### src/rtl/csr_file_if.sv
// Bundles the decode read port, execute writeback/trap commit signals and the
// registered redirect outputs of the machine-mode CSR file.
interface csr_file_if;
    logic [11:0] csr_rd_adr_i;
    logic        csr_rd_we_i;
    logic [31:0] csr_rd_data_o;
    logic        csr_illegal_o;

    logic        csr_wbk_v_i;
    logic [11:0] csr_adr_i;
    logic [31:0] csr_data_i;

    logic        exception_i;
    logic [31:0] mcause_i;
    logic [31:0] mtval_i;
    logic [31:0] mepc_i;
    logic        mret_i;
    logic [1:0]  core_mode_i;
    logic        retire_v_i;

    logic [31:0] mtvec_q_o;
    logic [31:0] mepc_q_o;
    logic [31:0] mstatus_q_o;

    modport master (
        output csr_rd_adr_i, csr_rd_we_i, csr_wbk_v_i, csr_adr_i, csr_data_i,
               exception_i, mcause_i, mtval_i, mepc_i, mret_i, core_mode_i,
               retire_v_i,
        input  csr_rd_data_o, csr_illegal_o, mtvec_q_o, mepc_q_o, mstatus_q_o
    );

    modport slave (
        input  csr_rd_adr_i, csr_rd_we_i, csr_wbk_v_i, csr_adr_i, csr_data_i,
               exception_i, mcause_i, mtval_i, mepc_i, mret_i, core_mode_i,
               retire_v_i,
        output csr_rd_data_o, csr_illegal_o, mtvec_q_o, mepc_q_o, mstatus_q_o
    );
endinterface

### src/rtl/csr_file.sv
// Machine-mode CSR storage: commits execute's CSR writes and trap/mret state,
// serves a combinational read port to decode and runs mcycle/minstret.
module csr_file #(
    parameter logic [31:0] MTVEC_RESET = 32'h0000_0000,
    parameter logic [31:0] HART_ID     = 32'h0000_0000
) (
    input  logic clk,
    input  logic reset,
    csr_file_if.slave bus
);

    localparam logic [11:0] ADR_MSTATUS   = 12'h300;
    localparam logic [11:0] ADR_MISA      = 12'h301;
    localparam logic [11:0] ADR_MIE       = 12'h304;
    localparam logic [11:0] ADR_MTVEC     = 12'h305;
    localparam logic [11:0] ADR_MSCRATCH  = 12'h340;
    localparam logic [11:0] ADR_MEPC      = 12'h341;
    localparam logic [11:0] ADR_MCAUSE    = 12'h342;
    localparam logic [11:0] ADR_MTVAL     = 12'h343;
    localparam logic [11:0] ADR_MIP       = 12'h344;
    localparam logic [11:0] ADR_MCYCLE    = 12'hB00;
    localparam logic [11:0] ADR_MCYCLEH   = 12'hB80;
    localparam logic [11:0] ADR_MINSTRET  = 12'hB02;
    localparam logic [11:0] ADR_MINSTRETH = 12'hB82;
    localparam logic [11:0] ADR_CYCLE     = 12'hC00;
    localparam logic [11:0] ADR_CYCLEH    = 12'hC80;
    localparam logic [11:0] ADR_INSTRET   = 12'hC02;
    localparam logic [11:0] ADR_INSTRETH  = 12'hC82;
    localparam logic [11:0] ADR_MHARTID   = 12'hF14;

    localparam logic [31:0] MISA_VALUE    = 32'h4000_0100;
    localparam logic [31:0] MIE_MASK      = 32'h0000_0888;
    localparam logic [31:0] MTVEC_RST_VAL = {MTVEC_RESET[31:2], 2'b00};

    logic        mie_q, mie_d;
    logic        mpie_q, mpie_d;
    logic [1:0]  mpp_q, mpp_d;
    logic [31:0] mie_reg_q, mie_reg_d;
    logic [31:0] mtvec_q, mtvec_d;
    logic [31:0] mscratch_q, mscratch_d;
    logic [31:0] mepc_q, mepc_d;
    logic [31:0] mcause_q, mcause_d;
    logic [31:0] mtval_q, mtval_d;
    logic [63:0] mcycle_q, mcycle_d;
    logic [63:0] minstret_q, minstret_d;

    logic [31:0] mstatus_q;
    logic [31:0] wdata;
    logic        wr_mstatus, wr_mie, wr_mtvec, wr_mscratch, wr_mepc;
    logic        wr_mcause, wr_mtval;
    logic        wr_mcycle, wr_mcycleh, wr_minstret, wr_minstreth;

    assign mstatus_q = {19'd0, mpp_q, 3'd0, mpie_q, 3'd0, mie_q, 3'd0};
    assign wdata     = bus.csr_data_i;

    assign wr_mstatus   = bus.csr_wbk_v_i && (bus.csr_adr_i == ADR_MSTATUS);
    assign wr_mie       = bus.csr_wbk_v_i && (bus.csr_adr_i == ADR_MIE);
    assign wr_mtvec     = bus.csr_wbk_v_i && (bus.csr_adr_i == ADR_MTVEC);
    assign wr_mscratch  = bus.csr_wbk_v_i && (bus.csr_adr_i == ADR_MSCRATCH);
    assign wr_mepc      = bus.csr_wbk_v_i && (bus.csr_adr_i == ADR_MEPC);
    assign wr_mcause    = bus.csr_wbk_v_i && (bus.csr_adr_i == ADR_MCAUSE);
    assign wr_mtval     = bus.csr_wbk_v_i && (bus.csr_adr_i == ADR_MTVAL);
    assign wr_mcycle    = bus.csr_wbk_v_i && (bus.csr_adr_i == ADR_MCYCLE);
    assign wr_mcycleh   = bus.csr_wbk_v_i && (bus.csr_adr_i == ADR_MCYCLEH);
    assign wr_minstret  = bus.csr_wbk_v_i && (bus.csr_adr_i == ADR_MINSTRET);
    assign wr_minstreth = bus.csr_wbk_v_i && (bus.csr_adr_i == ADR_MINSTRETH);

    // Trap beats mret beats CSR write, decided per register.
    always_comb begin
        mie_d      = mie_q;
        mpie_d     = mpie_q;
        mpp_d      = mpp_q;
        mepc_d     = mepc_q;
        mcause_d   = mcause_q;
        mtval_d    = mtval_q;
        mie_reg_d  = wr_mie      ? (wdata & MIE_MASK)      : mie_reg_q;
        mtvec_d    = wr_mtvec    ? {wdata[31:2], 2'b00}    : mtvec_q;
        mscratch_d = wr_mscratch ? wdata                   : mscratch_q;

        if (bus.exception_i) begin
            mpie_d   = mie_q;
            mie_d    = 1'b0;
            mpp_d    = bus.core_mode_i;
            mepc_d   = {bus.mepc_i[31:2], 2'b00};
            mcause_d = bus.mcause_i;
            mtval_d  = bus.mtval_i;
        end else begin
            if (bus.mret_i) begin
                mie_d  = mpie_q;
                mpie_d = 1'b1;
                mpp_d  = 2'b00;
            end else if (wr_mstatus) begin
                mie_d  = wdata[3];
                mpie_d = wdata[7];
                if (wdata[12:11] != 2'b10) begin
                    mpp_d = wdata[12:11];
                end
            end
            if (wr_mepc) begin
                mepc_d = {wdata[31:2], 2'b00};
            end
            if (wr_mcause) begin
                mcause_d = wdata;
            end
            if (wr_mtval) begin
                mtval_d = wdata;
            end
        end
    end

    // A half-write replaces that half only and skips the increment entirely.
    always_comb begin
        mcycle_d   = mcycle_q + 64'd1;
        minstret_d = minstret_q + {63'd0, bus.retire_v_i};
        if (wr_mcycle) begin
            mcycle_d = {mcycle_q[63:32], wdata};
        end else if (wr_mcycleh) begin
            mcycle_d = {wdata, mcycle_q[31:0]};
        end
        if (wr_minstret) begin
            minstret_d = {minstret_q[63:32], wdata};
        end else if (wr_minstreth) begin
            minstret_d = {wdata, minstret_q[31:0]};
        end
    end

    always_ff @(posedge clk) begin
        if (reset) begin
            mie_q      <= 1'b0;
            mpie_q     <= 1'b0;
            mpp_q      <= 2'b11;
            mie_reg_q  <= 32'd0;
            mtvec_q    <= MTVEC_RST_VAL;
            mscratch_q <= 32'd0;
            mepc_q     <= 32'd0;
            mcause_q   <= 32'd0;
            mtval_q    <= 32'd0;
            mcycle_q   <= 64'd0;
            minstret_q <= 64'd0;
        end else begin
            mie_q      <= mie_d;
            mpie_q     <= mpie_d;
            mpp_q      <= mpp_d;
            mie_reg_q  <= mie_reg_d;
            mtvec_q    <= mtvec_d;
            mscratch_q <= mscratch_d;
            mepc_q     <= mepc_d;
            mcause_q   <= mcause_d;
            mtval_q    <= mtval_d;
            mcycle_q   <= mcycle_d;
            minstret_q <= minstret_d;
        end
    end

    logic [31:0] rd_data;
    logic        rd_implemented;

    always_comb begin
        rd_data        = 32'd0;
        rd_implemented = 1'b1;
        case (bus.csr_rd_adr_i)
            ADR_MSTATUS:                 rd_data = mstatus_q;
            ADR_MISA:                    rd_data = MISA_VALUE;
            ADR_MIE:                     rd_data = mie_reg_q;
            ADR_MTVEC:                   rd_data = mtvec_q;
            ADR_MSCRATCH:                rd_data = mscratch_q;
            ADR_MEPC:                    rd_data = mepc_q;
            ADR_MCAUSE:                  rd_data = mcause_q;
            ADR_MTVAL:                   rd_data = mtval_q;
            ADR_MIP:                     rd_data = 32'd0;
            ADR_MCYCLE, ADR_CYCLE:       rd_data = mcycle_q[31:0];
            ADR_MCYCLEH, ADR_CYCLEH:     rd_data = mcycle_q[63:32];
            ADR_MINSTRET, ADR_INSTRET:   rd_data = minstret_q[31:0];
            ADR_MINSTRETH, ADR_INSTRETH: rd_data = minstret_q[63:32];
            ADR_MHARTID:                 rd_data = HART_ID;
            default:                     rd_implemented = 1'b0;
        endcase
    end

    assign bus.csr_rd_data_o = rd_data;
    assign bus.csr_illegal_o = !rd_implemented ||
                               (bus.csr_rd_we_i && (bus.csr_rd_adr_i[11:10] == 2'b11));

    assign bus.mtvec_q_o   = mtvec_q;
    assign bus.mepc_q_o    = mepc_q;
    assign bus.mstatus_q_o = mstatus_q;

endmodule

### src/flat_wrapper.sv
// flat-port wrapper written by rule: the top's interface ports become plain ports
module csr_file_flat 
#(
    parameter logic [31:0] MTVEC_RESET = 32'h0000_0000,
    parameter logic [31:0] HART_ID     = 32'h0000_0000
)
  (clk, reset, bus_csr_rd_adr_i, bus_csr_rd_we_i, bus_csr_wbk_v_i, bus_csr_adr_i, bus_csr_data_i, bus_exception_i, bus_mcause_i, bus_mtval_i, bus_mepc_i, bus_mret_i, bus_core_mode_i, bus_retire_v_i, bus_csr_rd_data_o, bus_csr_illegal_o, bus_mtvec_q_o, bus_mepc_q_o, bus_mstatus_q_o);
  csr_file_if bus_i ();
  input  logic clk;
  input  logic reset;
  input wire logic [$bits(bus_i.csr_rd_adr_i)-1:0] bus_csr_rd_adr_i;
  input wire logic [$bits(bus_i.csr_rd_we_i)-1:0] bus_csr_rd_we_i;
  input wire logic [$bits(bus_i.csr_wbk_v_i)-1:0] bus_csr_wbk_v_i;
  input wire logic [$bits(bus_i.csr_adr_i)-1:0] bus_csr_adr_i;
  input wire logic [$bits(bus_i.csr_data_i)-1:0] bus_csr_data_i;
  input wire logic [$bits(bus_i.exception_i)-1:0] bus_exception_i;
  input wire logic [$bits(bus_i.mcause_i)-1:0] bus_mcause_i;
  input wire logic [$bits(bus_i.mtval_i)-1:0] bus_mtval_i;
  input wire logic [$bits(bus_i.mepc_i)-1:0] bus_mepc_i;
  input wire logic [$bits(bus_i.mret_i)-1:0] bus_mret_i;
  input wire logic [$bits(bus_i.core_mode_i)-1:0] bus_core_mode_i;
  input wire logic [$bits(bus_i.retire_v_i)-1:0] bus_retire_v_i;
  output wire logic [$bits(bus_i.csr_rd_data_o)-1:0] bus_csr_rd_data_o;
  output wire logic [$bits(bus_i.csr_illegal_o)-1:0] bus_csr_illegal_o;
  output wire logic [$bits(bus_i.mtvec_q_o)-1:0] bus_mtvec_q_o;
  output wire logic [$bits(bus_i.mepc_q_o)-1:0] bus_mepc_q_o;
  output wire logic [$bits(bus_i.mstatus_q_o)-1:0] bus_mstatus_q_o;
  assign bus_i.csr_rd_adr_i = bus_csr_rd_adr_i;
  assign bus_i.csr_rd_we_i = bus_csr_rd_we_i;
  assign bus_i.csr_wbk_v_i = bus_csr_wbk_v_i;
  assign bus_i.csr_adr_i = bus_csr_adr_i;
  assign bus_i.csr_data_i = bus_csr_data_i;
  assign bus_i.exception_i = bus_exception_i;
  assign bus_i.mcause_i = bus_mcause_i;
  assign bus_i.mtval_i = bus_mtval_i;
  assign bus_i.mepc_i = bus_mepc_i;
  assign bus_i.mret_i = bus_mret_i;
  assign bus_i.core_mode_i = bus_core_mode_i;
  assign bus_i.retire_v_i = bus_retire_v_i;
  assign bus_csr_rd_data_o = bus_i.csr_rd_data_o;
  assign bus_csr_illegal_o = bus_i.csr_illegal_o;
  assign bus_mtvec_q_o = bus_i.mtvec_q_o;
  assign bus_mepc_q_o = bus_i.mepc_q_o;
  assign bus_mstatus_q_o = bus_i.mstatus_q_o;
  csr_file #(.MTVEC_RESET(MTVEC_RESET), .HART_ID(HART_ID)) u_core (.clk(clk), .reset(reset), .bus(bus_i));
endmodule
### config.mk
export PLATFORM = sky130hd
export DESIGN_NAME = csr_file_flat
export DESIGN_NICKNAME = d
export VERILOG_FILES = /design/src/rtl/csr_file_if.sv /design/src/rtl/csr_file.sv /design/src/flat_wrapper.sv
export SDC_FILE = /design/constraint.sdc
export NUM_CORES = 1
export LEC_CHECK = 0
export CORE_ASPECT_RATIO = 0.7
export CORE_MARGIN = 2
export CORE_UTILIZATION = 58
export DETAILED_ROUTE_END_ITERATION = 10
export PLACE_DENSITY = 0.86
export SLEW_MARGIN = 10
export SYNTH_ARGS = -nofsm -noshare
export SYNTH_HDL_FRONTEND = slang
export SYNTH_SLANG_ARGS = --single-unit
### constraint.sdc
create_clock -name clk -period 3.9 [get_ports clk]
set_input_delay 0.585 -clock clk [delete_from_list [all_inputs] [get_ports clk]]
set_output_delay 0.585 -clock clk [all_outputs]
set_load 0.01 [all_outputs]
==> results of run 1 <==
synth_stat cells, types with 5 or more instances:
cell type	number	area, um^2
a22oi_1	137	1028
a221oi_1	8	70.07
a31oi_1	23	143.9
nor4_2	6	75.07
o22ai_1	54	337.8
a2111oi_0	63	551.8
a222oi_1	32	320.3
a21oi_1	170	850.8
nor3_2	6	60.06
nor4_1	17	106.4
nor3_1	167	835.8
clkbuf_1	166	623.1
nand2b_1	6	37.54
nor2b_1	5	31.28
mux2i_1	41	410.4
nand3_1	90	450.4
nor2_1	65	244.0
o311ai_1	5	43.79
clkbuf_8	5	68.82
xor2_1	51	446.7
o21ai_1	34	170.2
dfxtp_1	291	5826
buf_4	34	255.2
inv_1	78	292.8
nor3b_1	7	52.55
buf_2	23	115.1
a32oi_1	7	61.31
xnor2_1	30	262.8
nand4_1	44	275.3
and3_1	25	156.4
nand2_1	285	1070
and2_1	42	262.8
buf_6	6	67.56
o21ai_0	51	255.2
buf_1	9	33.78
and4_1	16	140.1
logic make-up after synthesis:
kind of cell             count (synthesis)
other                                    1
XOR/XNOR                                81
buffers and inverters                  322
adder cells (fa/ha/maj)                  3
AND/OR/NAND/NOR                        826
AO/OA/AOI/OAI                          610
flip-flops                             291
multiplexers                            45
flip-flops by register name, indices dropped and copies added (netlist names):
signal                count
u_core.mtval_q           32
u_core.mcycle_q          64
u_core.mcause_q          32
u_core.mie_q              1
u_core.bus.mepc_q_o      30
u_core.mpp_q              2
u_core.mscratch_q        32
u_core.minstret_q        64
u_core.bus.mtvec_q_o     30
u_core.mpie_q             1
u_core.mie_reg_q          3
metal layers:
metal  share of wire (%)  vias up  track usage (%)  wire [um]
met5               0.015        -                0         10
met4                 4.7        2            16.63       3133
met3                  14      237            10.24       9682
met2                  42     1597            62.27      28000
met1                  39     8777            59.54      26300
li1                    -     8278                -          -
metrics by stage:
step	total power [mW]	area [um^2]	setup WS, ns	utilization (%)
2_1_floorplan	3.486	16970	1.040	-
3_3_place_gp	3.801	19670	0.03572	68.41
3_5_place_dp	3.815	19670	0.01532	68.41
4_1_cts	6.739	20660	0.08484	71.86
5_1_grt	6.908	20690	0.01002	71.93
6_report	6.767	20690	0.06671	71.95
what timing repair did:
action / in CTS / in global routing
endpoints found under the setup margin: 1 / 11
endpoints found under the hold margin: 0 / 0
setup buffers: 0 / 0
gates resized for setup: 1 / 5
report_power, final:
| group | switching, mW | leakage (nW) | total, mW | internal (mW) |
|---|---|---|---|---|
| clock | 1.27 | 0.485 | 2.99 | 1.72 |
| combinational | 0.376 | 4.38 | 0.673 | 0.298 |
| sequential | 0.0591 | 2.37 | 3.10 | 3.04 |
worst paths after layout:
check / start / end / slack, ns / cells after the start
worst max-delay path: bus_csr_rd_adr_i[10] / bus_csr_rd_data_o[29] / 0.07 / 8
worst max register to register: u_core.mcycle_q[0] / u_core.mcycle_q[36] / 1.05 / 8
worst min register to register: u_core.mscratch_q[30] / u_core.mscratch_q[30] / 0.46 / 2
worst min-delay path: reset / u_core.mcycle_q[30] / 0.40 / 2
cell type report:
cell class	instances	share of cell area [%]
clock buffers	47	4.221
diodes	3	0.03628
well taps	378	2.286
flip-flops and latches	291	28.16
clock inverters	7	0.5503
inverters	78	1.415
repair buffers	330	16.05
multi-input cells	1597	47.29
layout by cell type, fill, tap and decap left out, types with 35 or more instances in the layout:
cell type        instances
inv_1                   78
clkdlybuf4s50_1        252
a21oi_1                169
o21ai_0                 50
and2_1                  42
dfxtp_1                291
buf_4                   59
mux2i_1                 41
nand2_1                284
o21ai_1                 35
nor2_1                  61
nor3_1                 162
nand3_1                 90
a2111oi_0               63
a22oi_1                137
xor2_1                  51
o22ai_1                 54
nand4_1                 44
==> run metrics, run 1 <==
Largest stage delay, worst path 0.59 ns; clock skew 0.009247 ns; HPWL after detailed placement 46040 um; drt total wl 67120 um; synth warn 0; post-synthesis mux area share 2.837%; status finished clean; final instance count without filler cells 2731; Cell Pwr Density 327.1 mW/mm^2; Hold Slack 0.3953 ns; most used cell, CP clkdlybuf4s50_1; Post-Synth Adder-Cell Area less than 1%; HP Class in2reg; dpl cells about 2700; Multi-input gate area a little under 0.01 mm^2; Vias/cell 6.917; effective utilization at floorplan between 50% and 60%; Antenna Nets Post-Route 0; Die W 207.7 um; Routability Congestion 1.004; clock tree sinks 291; prevailing post-synth register cell dfxtp_1; Max clock buf depth 3; share of cells above drive strength 1 roughly 7.6%; largest family of logic cells by synthesized area simple AND/OR/NAND/NOR gates; Seq/Total Area, Yosys 34.57%; total CTS buffers 29; GRT Total Usage a little over two fifths; cell area after synthesis around 0.017 mm^2; drt wl/cell 24.58 um; core area ~0.029 mm^2; vias in the first global route approximately 17000; TNS Setup 0 ns; Relative slew margins between 30 and 40%; initial antenna violation count 4; RSZ-0062 raised after global routing no; asr flop ratio synth 0%; Worst-Margin Slew roughly 1 ns; Compound-Gate Fraction of Synth Area 24.16%; Clk pin slew, worst setup/hold paths 0.06 ns; CTS tree done; Final Slew Violations 0; Nets about 2500; Peak supply drop 0.2937 mV; CP Buf/Inv Count 3; Root Buffer clkbuf_16; first-pass GRT wire length 101600 um; FF+latch area 0.005826 mm^2; Synth Register Bits between 200 and 300; endpoints failing hold 0; overflow left after global routing 0; Filler cells 2260; IO Port Bufs 255; critical path type in2out; number of max-cap violations 0; # IOs 290; static leakage 7.231 nW; cts hold-fix bufs 0; later-pin clock latency in the skew report 0.58 ns; Mapped Avg Cell Area 7.733 um^2; Crit. End Element output pin; violation count after the first detailed-routing iteration between 2000 and 3000; xor and xnor fraction of the mapped netlist area roughly 4.2%; Worst EP arrival 3.25 ns; DRC 0; die area slightly above 0.03 mm^2; Crit path max-delay family buffers and inverters; Max Fclk 260.9 MHz; Cell Chain, Critical Path clkdlybuf4s50_1 > nor3b_1 > o21ai_1 > nor3_2 > buf_12 > a22oi_1 > nand3_1 > clkdlybuf4s50_1; detailed-route via count 18891; Detailed Routing Iterations Pass 1 8; Mapped Cells 2179; largest net degree at the start of global routing 132; min Tclk post-route 3.833 ns; Die Y 146.6 um; row cnt 52; Tcrit/Tclk final 98.29%; startpoint types primary input; EDFF count, synth 0; Area growth syn-to-layout 22.80%; Crit Path Max Fanout 32; CTS H-tree depth 1; WP data required 3.31 ns; simple logic cell fraction of the synthesized area 25.30%; setup violators final 0; Yosys cell types a little under 80; CP max-delay cell clkdlybuf4s50_1
Note: power is estimated with default switching activity, not from simulation.
==> inputs of run 2 (changes only) <==
==> constraint.sdc (replaced) <==
create_clock -name clk -period 3.9 [get_ports clk]
set_input_delay 0.78 -clock clk [delete_from_list [all_inputs] [get_ports clk]]
set_output_delay 0.78 -clock clk [all_outputs]
set_load 0.01 [all_outputs]
==> run 2 against run 1 <==
Net effect:
- the run now ends with negative setup slack left
- cell count increased by 1.7%
- first-iteration DRC count increased by 5.1%
- non-clock buffer count increased by 49
- critical path depth increased by 3
- count of clock-buffer cells in the layout decreased by 6
- register-to-register slack got worse by 0.12 ns
- combinational power increased by 3.9%
- global-route usage increased by 1.3 points
- fmax decreased by 3.9%
- largest power group unchanged
==> run metrics, run 2 (synthesis results as in run 1) <==
vias in the first global route 17259 (+2.2%); Worst EP arrival 3.21 ns (-0.04 ns); Tcrit/Tclk final 102.3% (+4.0 points); Largest regs u_core.mcycle_q: 64 flops, u_core.minstret_q: 64 flops; startpoint types primary input; HP Class reg2reg; Reg power frac 45.9% (about the same); clock tree sinks 291 (unchanged); Max Fclk 250.6 MHz (-3.9%); clock share of power 43.8% (-0.4 points); R2R setup slack 0.93 ns (-0.12 ns); TNS Setup -0.3120 ns (-0.3120 ns); CTS H-tree depth 1 (unchanged); clock skew 0.01491 ns (+0.005662 ns); overflow left after global routing 0 (unchanged); Clk pin slew, worst setup/hold paths 0.07 ns (about the same); HPWL after detailed placement 48320 um (+5.0%); Filler cells 2210 (-2.2%); Vias/cell 6.857 (-0.87%); RSZ-0062 raised after global routing yes; status finished, violations left; cts hold-fix bufs 0 (unchanged); drt total wl 69510 um (+3.6%); WP data required 3.12 ns (-0.19 ns); failing checks negative setup slack; # IOs 290 (unchanged); endpoints failing hold 0 (unchanged); static leakage 7.675 nW (+6.1%); Die W 207.7 um (unchanged); Antenna Nets Post-Route 0 (unchanged); row cnt 52 (unchanged); largest net degree at the start of global routing 142 (+7.6%); Worst Slack Setup Final -0.09073 ns (-0.1574 ns); internal cell power 4.991 mW (-1.4%); Worst-Margin Slew 1.029 ns (+0.04405 ns); total CTS buffers 29 (unchanged); final instance count without filler cells 2777 (+1.7%); Final Slew Violations 0 (unchanged); dpl cells 2720 (+1.7%); initial antenna violation count 3 (-1); Detailed Routing Iterations Pass 1 9 (+1); Switching Fraction 26.12% (+0.95 points); Peak supply drop 0.3003 mV (+2.3%); detailed-route via count 19042 (+0.80%); Nets 2540 (+2.0%); Die Y 146.6 um (unchanged); most frequent cells in the layout dfxtp_1, nand2_1, clkdlybuf4s50_1; violation count after the first detailed-routing iteration 3150 (+5.1%); effective utilization at floorplan 58.59% (unchanged); first-pass GRT wire length 104000 um (+2.3%); IO Port Bufs 255 (unchanged); die area 0.03045 mm^2 (unchanged); commonest non-fill, non-tap cell in the layout dfxtp_1; Crit. End Element output pin; Crit Path Max Fanout 8 (-75%); later-pin clock latency in the skew report 0.59 ns (about the same); Inserted Diodes 0 (-3); min Tclk post-route 3.991 ns (+0.1574 ns); Comb power frac 10.3% (+0.4 points); core area 0.02876 mm^2 (unchanged); switching power 1.765 mW (+3.6%); Relative slew margins 30.87% (-3.5 points); Root Buffer clkbuf_16; DRC 0 (unchanged); Cell Pwr Density 318.7 mW/mm^2 (-2.6%); Max clock buf depth 3 (unchanged); GRT Total Usage 43.52% (+1.3 points); share of cells above drive strength 1 10.17% (+2.6 points); number of max-cap violations 0 (unchanged); drt wl/cell 25.03 um (+1.8%); CTS tree done; critical path type in2out; setup violators final 7 (+7); Area growth syn-to-layout 25.83%; Routability Congestion 0.9905 (-1.3%)
[run 2: cell types whose count changed in the layout (fill, tap and decap cells not counted), sizes merged]
| cell | delta |
|---|---|
| buf | +48 |
| bufbuf | +1 |
| bufinv | -1 |
| clkbuf | -6 |
| clkdlybuf4s15 | +2 |
| clkdlybuf4s50 | -27 |
| clkinv | +3 |
| clkinvlp | +3 |
| diode | -3 |
| dlygate4sd2 | +22 |
| dlymetal6s2s | +3 |
| inv | +1 |
[run 2: metrics by stage]
step                hold WS (ns)  util, %  cell area [um^2]  power, mW  setup WS [ns]
floorplan                 0.4334        -             16970      3.486         0.6497
global placement          0.4399    69.70             20040      3.815        -0.2326
detailed placement        0.4509    69.70             20040      3.831        -0.2594
CTS                       0.4599    73.63             21170      6.724       -0.01325
global route              0.4831    73.73             21200      6.902        -0.1537
finish                    0.4638    73.73             21200      6.756       -0.09073
[run 2: routing by layer]
metal / GRT usage (%) / up-vias / part of all wire (%)
met5: 0 / - / 0.062
met4: 19.26 / 6 / 5.4
met3: 11.64 / 259 / 15
met2: 63.12 / 1544 / 41
met1: 60.64 / 8846 / 39
li1: - / 8387 / -
[run 2: final timing paths]
path                            cells after the start            startpoint                    end
worst max-delay path                               11   bus_csr_rd_adr_i[4]  bus_csr_rd_data_o[23]
worst min-delay path                                2  u_core.mscratch_q[7]   u_core.mscratch_q[7]
worst max register to register                      8    u_core.mcycle_q[0]    u_core.mcycle_q[54]
worst min register to register                      2  u_core.mscratch_q[7]   u_core.mscratch_q[7]
[run 2: layout make-up]
type / count / area [um^2] / share of cell area (%)
inverter: 78 / 292.8 / 1.381
clock inverter: 13 / 158.9 / 0.7495
clock buffer: 41 / 830.8 / 3.919
sequential: 291 / 5826 / 27.48
timing repair buffer: 379 / 3722 / 17.56
multi-input combinational: 1597 / 9898 / 46.69
tap: 378 / 473.0 / 2.231
[run 2: worst max-delay path, cell delays in order]
cell and delay, ns:
clkdlybuf4s50_1 0.43, nor3_2 0.23, buf_4 0.17, nand2b_4 0.11, nor4_4 0.21, buf_4 0.19, buf_12 0.14, buf_4 0.12
a21oi_1 0.11, nand3_1 0.14, clkdlybuf4s50_1 0.56
[run 2: what timing repair did]
action / in CTS / in global routing
hold endpoints to repair: 0 / 0
setup buffers: 2 / 0
gates cloned: 1 / 0
endpoints found under the setup margin: 32 / 16
pin swaps: 8 / 7
gates resized for setup: 48 / 9
[run 2: power by group through the flow]
stage / clock [mW] / combinational (mW) / sequential (mW)
finish: 2.96 / 0.699 / 3.10
global route: 3.06 / 0.734 / 3.10
CTS: 2.95 / 0.678 / 3.10
detailed placement: 0 / 0.667 / 3.16
global placement: 0 / 0.654 / 3.16
floorplan: 0 / 0.331 / 3.16
